===== src/rtl/arc4_engine.sv =====
// arc4_engine: ARC4 (RC4-drop[N]) decryptor with a single control FSM.
// Runs S-box init, key schedule, optional keystream discard and the
// length-prefixed message decrypt against external single-port memories.
//
// Ports:
//   clk, rst_n          clock, synchronous active-low reset
//   en / rdy            start request (taken only when rdy=1) / idle flag
//   key                 8*KEY_BYTES key, byte 0 in the MSBs, latched on start
//   s_addr/s_rddata/s_wrdata/s_wren   256x8 S memory, 1-cycle read latency
//   ct_addr/ct_rddata   ciphertext ROM, 1-cycle read latency; ct[0] = length
//   pt_addr/pt_wrdata/pt_wren         plaintext RAM; pt[0] receives length
module arc4_engine #(
   parameter int KEY_BYTES = 3,
   parameter int DROP_N    = 0
) (
   input  logic                   clk,
   input  logic                   rst_n,
   input  logic                   en,
   output logic                   rdy,
   input  logic [8*KEY_BYTES-1:0] key,
   output logic [7:0]             s_addr,
   input  logic [7:0]             s_rddata,
   output logic [7:0]             s_wrdata,
   output logic                   s_wren,
   output logic [7:0]             ct_addr,
   input  logic [7:0]             ct_rddata,
   output logic [7:0]             pt_addr,
   output logic [7:0]             pt_wrdata,
   output logic                   pt_wren
);

   localparam int KW = (KEY_BYTES > 1) ? $clog2(KEY_BYTES) : 1;
   localparam logic [10:0] DROP_LAST = 11'((DROP_N > 0) ? DROP_N - 1 : 0);

   typedef enum logic [4:0] {
      S_IDLE, S_INIT,
      S_K0, S_K1, S_K2, S_K3,
      S_D0, S_D1, S_D2, S_D3,
      S_L0, S_L1,
      S_P0, S_P1, S_P2, S_P3, S_P4, S_P5
   } state_t;

   state_t                 state_q, state_d;
   logic [8*KEY_BYTES-1:0] key_q, key_d;
   logic [7:0]             i_q, i_d, j_q, j_d, k_q, k_d, len_q, len_d;
   logic [7:0]             si_q, si_d, sj_q, sj_d;
   logic [KW-1:0]          kidx_q, kidx_d;
   logic [10:0]            drop_q, drop_d;
   logic [7:0]             j_nxt;

   // Key bytes in schedule order; the table is padded to a power of two so
   // the byte index never runs past the array.
   logic [7:0] key_bytes [2**KW];
   for (genvar b = 0; b < 2**KW; b++) begin : g_kb
      if (b < KEY_BYTES) begin : g_used
         assign key_bytes[b] = key_q[8*(KEY_BYTES-b)-1 -: 8];
      end else begin : g_pad
         assign key_bytes[b] = 8'h00;
      end
   end

   always_comb begin
      state_d   = state_q;
      key_d     = key_q;
      i_d       = i_q;
      j_d       = j_q;
      k_d       = k_q;
      len_d     = len_q;
      si_d      = si_q;
      sj_d      = sj_q;
      kidx_d    = kidx_q;
      drop_d    = drop_q;
      j_nxt     = 8'h00;
      rdy       = 1'b0;
      s_addr    = 8'h00;
      s_wrdata  = 8'h00;
      s_wren    = 1'b0;
      ct_addr   = 8'h00;
      pt_addr   = 8'h00;
      pt_wrdata = 8'h00;
      pt_wren   = 1'b0;
      case (state_q)
         S_IDLE: begin
            rdy = 1'b1;
            if (en) begin
               key_d   = key;
               i_d     = 8'h00;
               state_d = S_INIT;
            end
         end
         S_INIT: begin
            s_addr   = i_q;
            s_wrdata = i_q;
            s_wren   = 1'b1;
            i_d      = i_q + 8'd1;      // wraps to 0 for the key schedule
            if (i_q == 8'hFF) begin
               j_d     = 8'h00;
               kidx_d  = '0;
               state_d = S_K0;
            end
         end
         S_K0: begin
            s_addr  = i_q;
            state_d = S_K1;
         end
         S_K1: begin
            si_d    = s_rddata;
            j_nxt   = j_q + s_rddata + key_bytes[kidx_q];
            j_d     = j_nxt;
            s_addr  = j_nxt;
            kidx_d  = (kidx_q == KW'(KEY_BYTES-1)) ? '0 : kidx_q + KW'(1);
            state_d = S_K2;
         end
         S_K2, S_D2, S_P2: begin
            sj_d     = s_rddata;
            s_addr   = i_q;
            s_wrdata = s_rddata;
            s_wren   = 1'b1;
            state_d  = (state_q == S_K2) ? S_K3 : (state_q == S_D2) ? S_D3 : S_P3;
         end
         S_K3: begin
            s_addr   = j_q;
            s_wrdata = si_q;
            s_wren   = 1'b1;
            i_d      = i_q + 8'd1;
            state_d  = S_K0;
            if (i_q == 8'hFF) begin
               // i has wrapped to 0; set up the generator
               j_d     = 8'h00;
               k_d     = 8'd1;
               drop_d  = 11'd0;
               state_d = (DROP_N > 0) ? S_D0 : S_L0;
            end
         end
         S_D0, S_P0: begin
            i_d     = i_q + 8'd1;
            s_addr  = i_q + 8'd1;
            state_d = (state_q == S_D0) ? S_D1 : S_P1;
         end
         S_D1, S_P1: begin
            si_d    = s_rddata;
            j_nxt   = j_q + s_rddata;
            j_d     = j_nxt;
            s_addr  = j_nxt;
            state_d = (state_q == S_D1) ? S_D2 : S_P2;
         end
         S_D3: begin
            s_addr   = j_q;
            s_wrdata = si_q;
            s_wren   = 1'b1;
            drop_d   = drop_q + 11'd1;
            state_d  = (drop_q == DROP_LAST) ? S_L0 : S_D0;
         end
         S_L0: begin
            ct_addr = 8'h00;
            state_d = S_L1;
         end
         S_L1: begin
            len_d     = ct_rddata;
            pt_addr   = 8'h00;
            pt_wrdata = ct_rddata;
            pt_wren   = 1'b1;
            k_d       = 8'd1;
            state_d   = (ct_rddata == 8'h00) ? S_IDLE : S_P0;
         end
         S_P3: begin
            s_addr   = j_q;
            s_wrdata = si_q;
            s_wren   = 1'b1;
            state_d  = S_P4;
         end
         S_P4: begin
            // sum of the swapped pair is the same as before the swap
            s_addr  = si_q + sj_q;
            ct_addr = k_q;
            state_d = S_P5;
         end
         S_P5: begin
            pt_addr   = k_q;
            pt_wrdata = s_rddata ^ ct_rddata;
            pt_wren   = 1'b1;
            if (k_q == len_q) begin
               state_d = S_IDLE;       // k stops at L, so L=255 never wraps
            end else begin
               k_d     = k_q + 8'd1;
               state_d = S_P0;
            end
         end
         default: state_d = S_IDLE;
      endcase
   end

   always_ff @(posedge clk) begin
      if (!rst_n) begin
         state_q <= S_IDLE;
         key_q   <= '0;
         i_q     <= 8'h00;
         j_q     <= 8'h00;
         k_q     <= 8'h00;
         len_q   <= 8'h00;
         si_q    <= 8'h00;
         sj_q    <= 8'h00;
         kidx_q  <= '0;
         drop_q  <= 11'd0;
      end else begin
         state_q <= state_d;
         key_q   <= key_d;
         i_q     <= i_d;
         j_q     <= j_d;
         k_q     <= k_d;
         len_q   <= len_d;
         si_q    <= si_d;
         sj_q    <= sj_d;
         kidx_q  <= kidx_d;
         drop_q  <= drop_d;
      end
   end

endmodule

===== config.mk =====
export PLATFORM = sky130hd
export DESIGN_NAME = arc4_engine
export DESIGN_NICKNAME = d
export VERILOG_FILES = /design/src/rtl/arc4_engine.sv
export SDC_FILE = /design/constraint.sdc
export NUM_CORES = 1
export LEC_CHECK = 0
export CAP_MARGIN = 20
export CORE_ASPECT_RATIO = 2
export CORE_UTILIZATION = 59
export CTS_CLUSTER_DIAMETER = 30
export CTS_CLUSTER_SIZE = 28
export DETAILED_ROUTE_END_ITERATION = 7
export PLACE_DENSITY = 0.86
export SLEW_MARGIN = 5
export SYNTH_ARGS = -nofsm -noshare
export SYNTH_HDL_FRONTEND = slang
export SYNTH_SLANG_ARGS = --single-unit

===== constraint.sdc =====
create_clock -name clk -period 15.5 [get_ports clk]
set_input_delay 4.65 -clock clk [delete_from_list [all_inputs] [get_ports clk]]
set_output_delay 4.65 -clock clk [all_outputs]
set_load 0.01 [all_outputs]

==> results of run 1 <==
==> cells by family (layout without fill, tap and decap cells) <==
family,Yosys count,in the layout,share of synthesized area [%]
DFF,90,90,32.0
and+or+nand+nor,338,338,27.9
buffers and inverters,53,116,3.89
adders and majority gates,28,28,6.63
AOI/OAI and AO/OA,205,205,21.7
xor gates and xnor gates,35,35,5.45
muxes,13,13,2.36
==> routing by layer <==
layer	routed length, um	vias to the layer above	track usage (%)
met2	8570	236	61.8
met1	5990	2659	35.9
met5	0	-	0
met3	755	61	4.24
met4	788	0	17.6
li1	-	2795	-
==> sequential cells by signal, indices dropped and copies added, names as in the netlist <==
register	cells
drop_q	11
i_q	8
j_q	8
k_q	8
key_q	24
kidx_q	2
len_q	8
si_q	8
sj_q	8
state_q	5
==> critical path, delay by kind of cell <==
family	cells	cell delay [ns]
and+or+nand+nor	1	0.07
adders and majority gates	3	1.03
AOI/OAI and AO/OA	8	1.30
buffers and inverters	3	1.16
xor gates and xnor gates	1	0.26
muxes	1	0.13
==> area by class of cell <==
class | instances | share of cell area [%]
Inverter | 12 | 0.668
Clock buffer | 10 | 3.40
Multi-Input combinational cell | 619 | 53.4
Tap cell | 104 | 1.93
Clock inverter | 4 | 0.668
Timing Repair Buffer | 90 | 13.2
Sequential cell | 90 | 26.7
==> power by group through the flow <==
stage,registers [mW],logic (mW),clock network [mW]
after floorplan,0.243,0.0297,0
after global placement,0.244,0.0499,0
after detailed placement,0.244,0.0511,0
after CTS,0.239,0.0514,0.209
after global routing,0.239,0.0571,0.219
final,0.239,0.0516,0.208
==> per-stage QoR <==
| step | power (mW) | setup WS, ns | utilization (%) | hold WS (ns) | instance area, um^2 |
|---|---|---|---|---|---|
| after floorplan | 0.273 | 3.60 | - | 0.436 | 5620 |
| after global placement | 0.294 | 2.35 | 69.2 | 0.443 | 6450 |
| after detailed placement | 0.295 | 2.28 | 69.2 | 0.447 | 6450 |
| after CTS | 0.500 | 2.26 | 72.2 | 0.456 | 6730 |
| after global routing | 0.516 | 1.98 | 72.3 | 0.470 | 6740 |
| final | 0.499 | 2.24 | 72.3 | 0.454 | 6740 |
==> cells in the final DEF (no fill, tap or decap), types with 4 or more instances in the layout <==
cell type / instances
nand2_1: 171
dfxtp_1: 90
a21oi_1: 87
clkdlybuf4s50_1: 85
o21ai_0: 53
nor2_1: 48
nand3_1: 32
ha_1: 25
xor2_1: 24
and2_1: 17
nor3_1: 13
and3_1: 12
inv_1: 11
xnor2_1: 11
mux2i_1: 11
a31oi_1: 10
clkbuf_16: 9
a22oi_1: 7
a21o_1: 6
o211ai_1: 6
nor4_1: 5
nand2b_1: 5
a211oi_1: 5
nand3b_1: 5
nor2b_1: 5
nand4_1: 4
or3_1: 4
buf_4: 4
==> path summary, 6_finish.rpt <==
path | from | endpoint | cells past startpoint
min reg2reg | key_q[20] | key_q[20] | 2
max | s_rddata[0] | s_addr[7] | 17
max reg2reg | j_q[0] | j_q[7] | 15
min | key_q[20] | key_q[20] | 2
==> out/metrics.yaml, run 1 <==
outcome:
  status: "finished with violations"
  violations: "design-rule violations"
global_routing:
  grt_max_degree: 43
  grt_pass1_wl_mm: 26.2
  grtUsageTotal_pct: 33.4
  overflow: 0
  antenna_found_initial: 0
  grt_pass1_vias: 5443
routing:
  wl_per_cell_um: 17.3
  vias_per_cell: 6.19
  drt_iter0_markers: 367
  ant_nets: 0
  via_count: 5751
  drc: 8
  first_pass_iters: 7
  wl_mm: 16.1
worst_setup_path:
  path_max_fanout: 5
  reg2reg_setup_slack_ns: 12.25
  critPathLaunchType: "input port"
  max_stage_delay_ns: 0.58
  crit_required_ns: 10.85
  critical_path_arrival_ns: 8.61
  cpMaxStageDelayCell: "clkdlybuf4s50_1"
  cp-end-kind: "output pin"
  crit_type: "in -> out"
  cp_cell_sequence: "clkdlybuf4s50_1 -> ha_1 -> fa_1 -> a21o_1 -> a21oi_1 -> o21bai_1 -> a21oi_1 -> xor2_1 -> inv_1 -> ha_1 -> o21ai_0 -> nor2_1 -> a2111o_1 -> o211ai_1 -> mux2i_1 -> o211ai_1 -> clkdlybuf4s50_1"
place:
  gp_congestion: 0.932
  numPortBuffers: 85
  hpwl_mm: 12.2
  dp.cells: 913
sta:
  post-route-period-util_pct: 85.5
  maxSlewHeadroom_pct: 42.1
  setup_viol: 0
  fmax_mhz: 75.4
  tns_ns: 0
  hold_viol_final: 0
  rsz0062_at_grt: "false"
  period_needed_ns: 13.26
  worstMarginPinSlew_ns: 0.862
  slew_viol_final: 0
  fin_worst_skew_ns: 0.00855
synth:
  synthArstFlopShare_pct: 0
  yosysWarningCount: 0
  synth_seq_area_share_pct: 32.0
  synth-edff-count: 0
  syn_inst: 762
  yosys.area.top_type_share_pct: 32.0
  syn-cell-area_um2: 5620
  syn-num-nets: 833
  syn_area_per_cell_um2: 7.38
  synth_most_common_cell: "nand2_1"
  ys_seq_elements: 90
  ys_dominant_reg_cell: "dfxtp_1"
  yosysUniqueCellTypes: 63
  yosysTopAreaCell: "dfxtp_1"
  ys_top_cells_by_count: "nand2_1, dfxtp_1, a21oi_1, o21ai_0, nor2_1"
  synth.area.top_cells: "dfxtp_1, nand2_1, a21oi_1"
cells_and_area:
  diodes: 0
  final_cell_count_no_fill: 929
  drive_above_1_share_pct: 4.24
  multiInputGateArea_um2: 3600
  ff_latch_area_um2: 1800
  fillers: 758
  final_nets: 893
  syn2layout_area_growth_pct: 19.9
power:
  cellLeakagePower_nw: 2.64
  p_sw_mw: 0.118
  p_int_mw: 0.381
  sw_frac_of_total_pct: 23.7
  clkPwrFrac_pct: 41.8
  power_frac_seq_pct: 47.9
  powerDensity_nw_per_um2: 74.0
  p_comb_share_pct: 10.3
  vdd_ir_drop_max_uv: 63.0
cts:
  postCtsSetupRepairBufs: 0
  clk_pin_slew_worst_paths_ns: 0.06
  clock_sinks: 90
  cts-htree-levels: 3
  cts.repair.resized: 0
  numCtsBuffers: 9
  clock_latency_ns: 0.34
  cts_hold_buffers: 0
  clockBufferDepth: 2
  cts_tree: "done"
  cts_root_buffer: "clkbuf_16"
floorplanning:
  num_rows: 50
  start_util_pct: 60.3
  fp.dieW_um: 71.0
  die-area_um2: 9950
  io_pins: 86
  core_area_um2: 9320
  fp.dieH_um: 140
flow_run:
  cap_viol_max_count: 0
hold_path:
  hp-class: "reg -> reg"
Power figures use the tool's default switching activity.
==> run 2, diff against run 1 <==
--- a/config.mk
+++ b/config.mk
@@ -11,6 +11,7 @@
 export CTS_CLUSTER_DIAMETER = 30
 export CTS_CLUSTER_SIZE = 28
 export DETAILED_ROUTE_END_ITERATION = 7
+export HOLD_SLACK_MARGIN = 0.02
 export PLACE_DENSITY = 0.86
 export SLEW_MARGIN = 5
 export SYNTH_ARGS = -nofsm -noshare
==> results of run 2 <==
No change in the layout: final DEF, timing and power equal those of run 1.
